### config.mk
export PLATFORM = sky130hd
export DESIGN_NAME = fetch_ctrl
export DESIGN_NICKNAME = d
export VERILOG_FILES = /design/src/rtl/fetch_ctrl.sv
export SDC_FILE = /design/constraint.sdc
export NUM_CORES = 1
export LEC_CHECK = 0
export ABC_AREA = 1
export CELL_PAD_IN_SITES_DETAIL_PLACEMENT = 2
export CELL_PAD_IN_SITES_GLOBAL_PLACEMENT = 2
export CORE_ASPECT_RATIO = 1.2
export CORE_MARGIN = 8
export CORE_UTILIZATION = 29
export CTS_CLUSTER_DIAMETER = 50
export DETAILED_ROUTE_END_ITERATION = 7
export GPL_ROUTABILITY_DRIVEN = 0
export GPL_TIMING_DRIVEN = 0
export MAX_ROUTING_LAYER = met4
export PLACE_DENSITY = 0.8
export SYNTH_ARGS = -nofsm -noshare
export SYNTH_HDL_FRONTEND = slang
export SYNTH_SLANG_ARGS = --single-unit
### constraint.sdc
create_clock -name CLK -period 5.3 [get_ports CLK]
set_input_delay 1.59 -clock CLK [delete_from_list [all_inputs] [get_ports CLK]]
set_output_delay 1.59 -clock CLK [all_outputs]
set_load 0.02 [all_outputs]
### src/rtl/fetch_ctrl.sv
// Instruction fetch controller: issues word-aligned imem requests, buffers
// in-order responses together with their PC, and handles branch redirects
// by flushing the buffer and draining responses still in flight.
`timescale 1ns/1ps
module fetch_ctrl #(
  parameter logic [31:0] RESET_PC = 32'h0000_0000,
  parameter int          MAX_OUT  = 2
) (
  input  logic        CLK,
  input  logic        RST,
  input  logic        redirect_valid,
  input  logic [31:0] redirect_pc,
  output logic        imem_req,
  output logic [31:0] imem_addr,
  input  logic        imem_gnt,
  input  logic        imem_rvalid,
  input  logic [31:0] imem_rdata,
  output logic        instr_valid,
  output logic [31:0] instr,
  output logic [31:0] instr_pc,
  input  logic        instr_ready
);

  localparam int CW = $clog2(MAX_OUT + 1);
  localparam int AW = (MAX_OUT > 1) ? $clog2(MAX_OUT) : 1;

  typedef enum logic {RUN, DRAIN} state_t;

  state_t        state;
  logic [31:0]   fpc;
  logic [CW-1:0] outst;
  logic [CW-1:0] fcnt;
  logic [AW-1:0] wptr;
  logic [AW-1:0] rptr;
  logic [31:0]   buf_instr [MAX_OUT];
  logic [31:0]   buf_pc    [MAX_OUT];

  logic [CW:0]   inflight;
  logic          grant;
  logic          rsp;
  logic          wr;
  logic          pop;
  logic [CW-1:0] outst_nxt;
  logic [31:0]   resp_pc;

  // Circular-buffer pointer advance; MAX_OUT need not be a power of two.
  function automatic logic [AW-1:0] ptr_inc(input logic [AW-1:0] p);
    return (p == AW'(MAX_OUT - 1)) ? '0 : p + AW'(1);
  endfunction

  // Issue/accept decisions for the current cycle.
  always_comb begin
    inflight  = {1'b0, outst} + {1'b0, fcnt};
    imem_req  = !RST && (state == RUN) && !redirect_valid &&
                (inflight < (CW+1)'(MAX_OUT));
    imem_addr = fpc;
    grant     = imem_req && imem_gnt;
    rsp       = imem_rvalid && (outst != '0);
    // Responses are only kept in RUN and never in a redirect cycle.
    wr        = rsp && (state == RUN) && !redirect_valid;
    pop       = instr_valid && instr_ready;
    outst_nxt = outst + CW'(grant) - CW'(rsp);
    // Requests are sequential, so the oldest one in flight sits outst words behind fpc.
    resp_pc   = fpc - (32'(outst) << 2);
  end

  assign instr_valid = !RST && (fcnt != '0);
  assign instr       = buf_instr[rptr];
  assign instr_pc    = buf_pc[rptr];

  // Control state: fetch pointer, RUN/DRAIN, in-flight count, buffer occupancy.
  always_ff @(posedge CLK) begin
    if (RST) begin
      state <= RUN;
      fpc   <= RESET_PC;
      outst <= '0;
      fcnt  <= '0;
      wptr  <= '0;
      rptr  <= '0;
    end else begin
      outst <= outst_nxt;
      if (redirect_valid) begin
        // fpc doubles as the pending redirect target while draining.
        fpc   <= {redirect_pc[31:2], 2'b00};
        fcnt  <= '0;
        wptr  <= '0;
        rptr  <= '0;
        state <= (outst_nxt != '0) ? DRAIN : RUN;
      end else begin
        if (grant)
          fpc <= fpc + 32'd4;
        if ((state == DRAIN) && (outst_nxt == '0))
          state <= RUN;
        fcnt <= fcnt + CW'(wr) - CW'(pop);
        if (wr)
          wptr <= ptr_inc(wptr);
        if (pop)
          rptr <= ptr_inc(rptr);
      end
    end
  end

  // Buffer storage: instruction word and its PC, written on accepted responses.
  always_ff @(posedge CLK) begin
    if (wr) begin
      buf_instr[wptr] <= imem_rdata;
      buf_pc[wptr]    <= resp_pc;
    end
  end

endmodule

; ---- Word level (Yosys, flattened, before mapping)
; Memories as Yosys holds them, arrays and structs flattened. A register that Yosys moved wholly into a read port is not among the register bits.
; Index checks and enable logic that the tools add are counted.
[classes]
n_addsub = 9
order_cmp = 1
mux = 13
n_bitwise = 1
reduce_logical = 19
[ops]
columns = op, n
row1 = $mux 32, 2
row2 = $add 32x3->32 const B, 1
row3 = $sub 32x4->32, 1
row4 = $mux 1, 11
row5 = $logic_and 1x1->1, 10
row6 = $reduce_bool 2->1, 5
row7 = $add 2x1->2, 2
row8 = $sub 2x1->2, 2
row9 = $add 2x2->3, 1
row10 = $lt 3x2->1 const B, 1
row11 = $add 1x1->1 const B, 2
row12 = $logic_not 1->1, 2
row13 = $logic_not 2->1, 1
row14 = $reduce_or 2->1, 1
row15 = $not 1->1, 1
[totals]
reg_bits = 39
ramBits = 128
in_bits = 70
out_inout_bits = 98
wordCells = 52
n_memories = 2
[memory_table]
columns = name, depth, width, rd, rd_clocked_by_memory_dff, wr, line_no
row1 = buf_instr, 2, 32, 1, 1, 1, 35  ; logic [31:0] buf_instr [MAX_OUT];
row2 = buf_pc, 2, 32, 1, 1, 1, 36  ; logic [31:0] buf_pc [MAX_OUT];

; ---- Longest topological paths before layout
[logic_depth]
ltp_word = 11
depth_mapped = 13
depth_no_buf = 13

; ---- Worst setup path after synthesis
; No wires, ideal clock.
[synth_timing]
kind = in2reg
from = input redirect_valid
to = memory buf_instr[0][0], enable pin
setup_time_ns = 0.482
t_arrival_ns = 4.582
required_ns = 4.818
path_slack_ns = 0.236
path_stages = 4
path_buffers = 1
cell_sequence = buf_2 > nor2_1 > nand2_1 > nor2_1
[synth_via]
elab_chain_cells = 4
[synth_rtl]
columns = item, line_no
row1 = from (decl), 11  ; input logic redirect_valid,
row2 = $logic_not 1->1, 60  ; wr = rsp && (state == RUN) && !redirect_valid;
row3 = $logic_and 1x1->1, 60
row4 = $mux 1, 105  ; if (wr) begin
row5 = $mux 1 (not written as such), 106  ; buf_instr[wptr] <= imem_rdata;
row6 = to (decl), 35
; Every way passes these cells.

; ---- Worst setup path after layout
[layout_timing]
from = input redirect_valid
to = output imem_req
[layout_via]
elab_chain_cells = 3
[layout_rtl]
columns = item, line_no
row1 = $logic_not 1->1, 54  ; imem_req = !RST && (state == RUN) && !redirect_valid &&
row2 = $logic_and 1x1->1 (2 in a row), 54
row3 = to (decl), 13  ; output logic imem_req,
; Every way passes these cells.

==> results.toml <==
[logic_synthesis]
synthMuxAreaShare = 0.0889
mappedNetlistArea_um2 = 7860
synth-edff-count = 124
synth_seq_area_share = 0.571
syn_avg_cell_area_um2 = 10.6
ys_types = 45
synthSimpleGateAreaFrac = 0.174
synthXorXnorAreaFrac = 0.0312
synth_compound_area_frac = 0.0583
syn_inst = 743
synth_top_family_by_area = "simple AND/OR/NAND/NOR gates"
yosysWarnings = 0
ys_dominant_reg_cell = "edfxtp_1"
yosys.area_share.adder = 0.0162
ys_seq_elements = 162
async_reset_ff_frac = 0

[worst_setup_path]
cp_max_fo = 7
cpLargestDelayFamily = "buffers and inverters"
required_ns = 3.71
critPathCaptureType = "primary output"
worst-path-buf-inv = 3
arrival_ns = 2.77
crit_chain = "buf_2 -> nor2_4 -> nand3_1 -> inv_1 -> clkdlybuf4s50_1"
critPathLaunchType = "primary input"
crit_slowest_cell = "clkdlybuf4s50_1"
crit_type = "primary input to primary output"
max_stage_delay_ns = 0.60

[status]
status = "finished clean"

[route]
viasPerCell = 4.71
drc = 0
wire_per_inst_um = 20.4
drtIter0Drc = 274
first_pass_iters = 4
drt_wl_total_um = 26100
num_vias = 6029
ant_nets = 0

[finish]
area_delta_synth_final_pct = 34.7
layout_common_cells = "159 x clkdlybuf4s50_1, 128 x nand2_1, 124 x edfxtp_1"
final_core_util = 0.393
num-nets-final = 1007
diodes = 0
drive_gt1_frac = 0.175
final_common_cell = "clkdlybuf4s50_1"

[sta]
relSlewSlack = 0.493
slew_violations = 0
timing.final.crit_share = 0.822
fin_crit_ns = 4.36
tightest_slew_ns = 0.760
max_freq_mhz = 229
hold_violations = 0
rsz0062_at_grt = "false"
fin_skew_ns = 0.00925
setup_viol = 0

[global_route]
grt_pass1_wl_um = 40700
grt_use_total = 0.167
gr-total-overflow = 0
antenna_found_initial = 0
grt_start_max_net_pins = 32
grt_pass1_vias = 6860

[power_and_ir_drop]
cellPowerDensity_nw_per_um2 = 341
vdd_drop_max_mv = 0.215
fin_total_pwr_mw = 3.61
p_leak_nw = 3.88

[floorplanning]
fp.dieArea_um2 = 32600
design.core.area_um2 = 26900
row_count = 66
ios = 168
die_w_um = 166
initial_utilization = 0.292
dieHeight_um = 196

[min_path]
hold_path.class = "flop to flop"

[clock_tree]
cts_root_buf = "clkbuf_16"
post_cts_resized = 0
cts.clk_slew.worst_paths_ns = 0.06
cts_max_path_buffers = 2
clock_latency_ns = 0.42
cts_tree = "done"
post_cts_buffers = 0
cts_max_level = 4
cts_sinks = 162
postCtsHoldBufs = 0
cts_buffers = 17

[place]
io_buffers = 159
dp_hpwl_um = 20300

[run]
maxCapViolCount = 0
stage by stage:
step | instances | area (um2) | hold WS, ns | setup TNS, ns | worst slack [ns]
2_1_floorplan | 746 | 7870 | 0.459 | 0 | 0.236
3_3_place_gp | 1245 | 9880 | 0.471 | -210.34 | -1.71
3_5_place_dp | 1249 | 9980 | 0.501 | 0 | 0.920
4_1_cts | 1281 | 10600 | 0.526 | 0 | 0.803
5_1_grt | 1281 | 10600 | 0.544 | 0 | 0.778
6_report | 1281 | 10600 | 0.519 | 0 | 0.943
tightest hold or removal path: cells and delay by family, from the launching register on:
kind	cells	cell delay, ns
flip-flops	1	0.33
XOR/XNOR	1	0.08
AND/OR/NAND/NOR	1	0.08
metal layers:
metal | vias to the layer above | global-route usage | wire [um]
li1 | 2885 | - | -
met1 | 2994 | 0.181 | 10700
met2 | 115 | 0.306 | 14100
met3 | 35 | 0.0241 | 594
met4 | 0 | 0.0638 | 686
met5 | - | - | 0
cell type report:
class,count,area [um2]
Multi-Input combinational cell,470,2930
Clock inverter,14,164
Fill cell,2867,16300
Clock buffer,18,439
Tap cell,340,425
Timing Repair Buffer,163,1670
Buffer,27,146
Sequential cell,162,4480
Inverter,87,327
state kept, by name, indices dropped and copies added, names as in the netlist, named ones only:
register and flops:
fcnt 2, wptr 1, rptr 1, buf_instr 64, state 1, outst 2
buf_pc 60, imem_addr 30
synth_stat cells (2+ instances only):
cell type | n | share of area
buf_6 | 2 | 0.0029
nor2_2 | 10 | 0.0080
nand2_1 | 128 | 0.061
xor2_1 | 27 | 0.030
dfxtp_1 | 38 | 0.097
nand4_1 | 5 | 0.0040
clkbuf_1 | 10 | 0.0048
nand3_1 | 46 | 0.029
nand2_4 | 3 | 0.0043
buf_1 | 3 | 0.0014
a31oi_1 | 4 | 0.0032
nor2_1 | 58 | 0.028
o211ai_1 | 4 | 0.0038
buf_2 | 5 | 0.0032
mux2_2 | 62 | 0.089
nand2_2 | 11 | 0.0088
o21ai_0 | 27 | 0.017
buf_4 | 6 | 0.0057
nor2_4 | 12 | 0.017
edfxtp_1 | 124 | 0.47
a21oi_1 | 32 | 0.020
nor3_1 | 6 | 0.0038
fa_1 | 2 | 0.0051
inv_1 | 78 | 0.037
inv_2 | 8 | 0.0038
o221ai_1 | 2 | 0.0022
o21ai_1 | 5 | 0.0032
ha_1 | 7 | 0.011
o21ai_2 | 2 | 0.0022
kinds of logic after synthesis:
| kind of cell | after synthesis |
|---|---|
| AOI/OAI and AO/OA | 81 |
| buffers and inverters | 114 |
| xor gates and xnor gates | 28 |
| other | 1 |
| adders and majority gates | 9 |
| muxes | 62 |
| DFF | 162 |
| and+or+nand+nor | 286 |
power by group:
| part | leakage [nW] | switching [mW] | internal, mW |
|---|---|---|---|
| Clock | 0.293 | 0.514 | 0.751 |
| Combinational | 2.14 | 0.460 | 0.318 |
| Sequential | 1.44 | 0.0648 | 1.50 |
worst paths after layout:
check | cells past startpoint | end | startpoint | slack (ns)
setup / recovery | 5 | imem_req | redirect_valid | 0.94
hold / removal | 2 | rptr | rptr | 0.52
setup reg to reg | 11 | buf_pc[1][30] | imem_addr[2] | 2.84
hold reg to reg | 2 | rptr | rptr | 0.52
(Power assumes the default switching activity.)
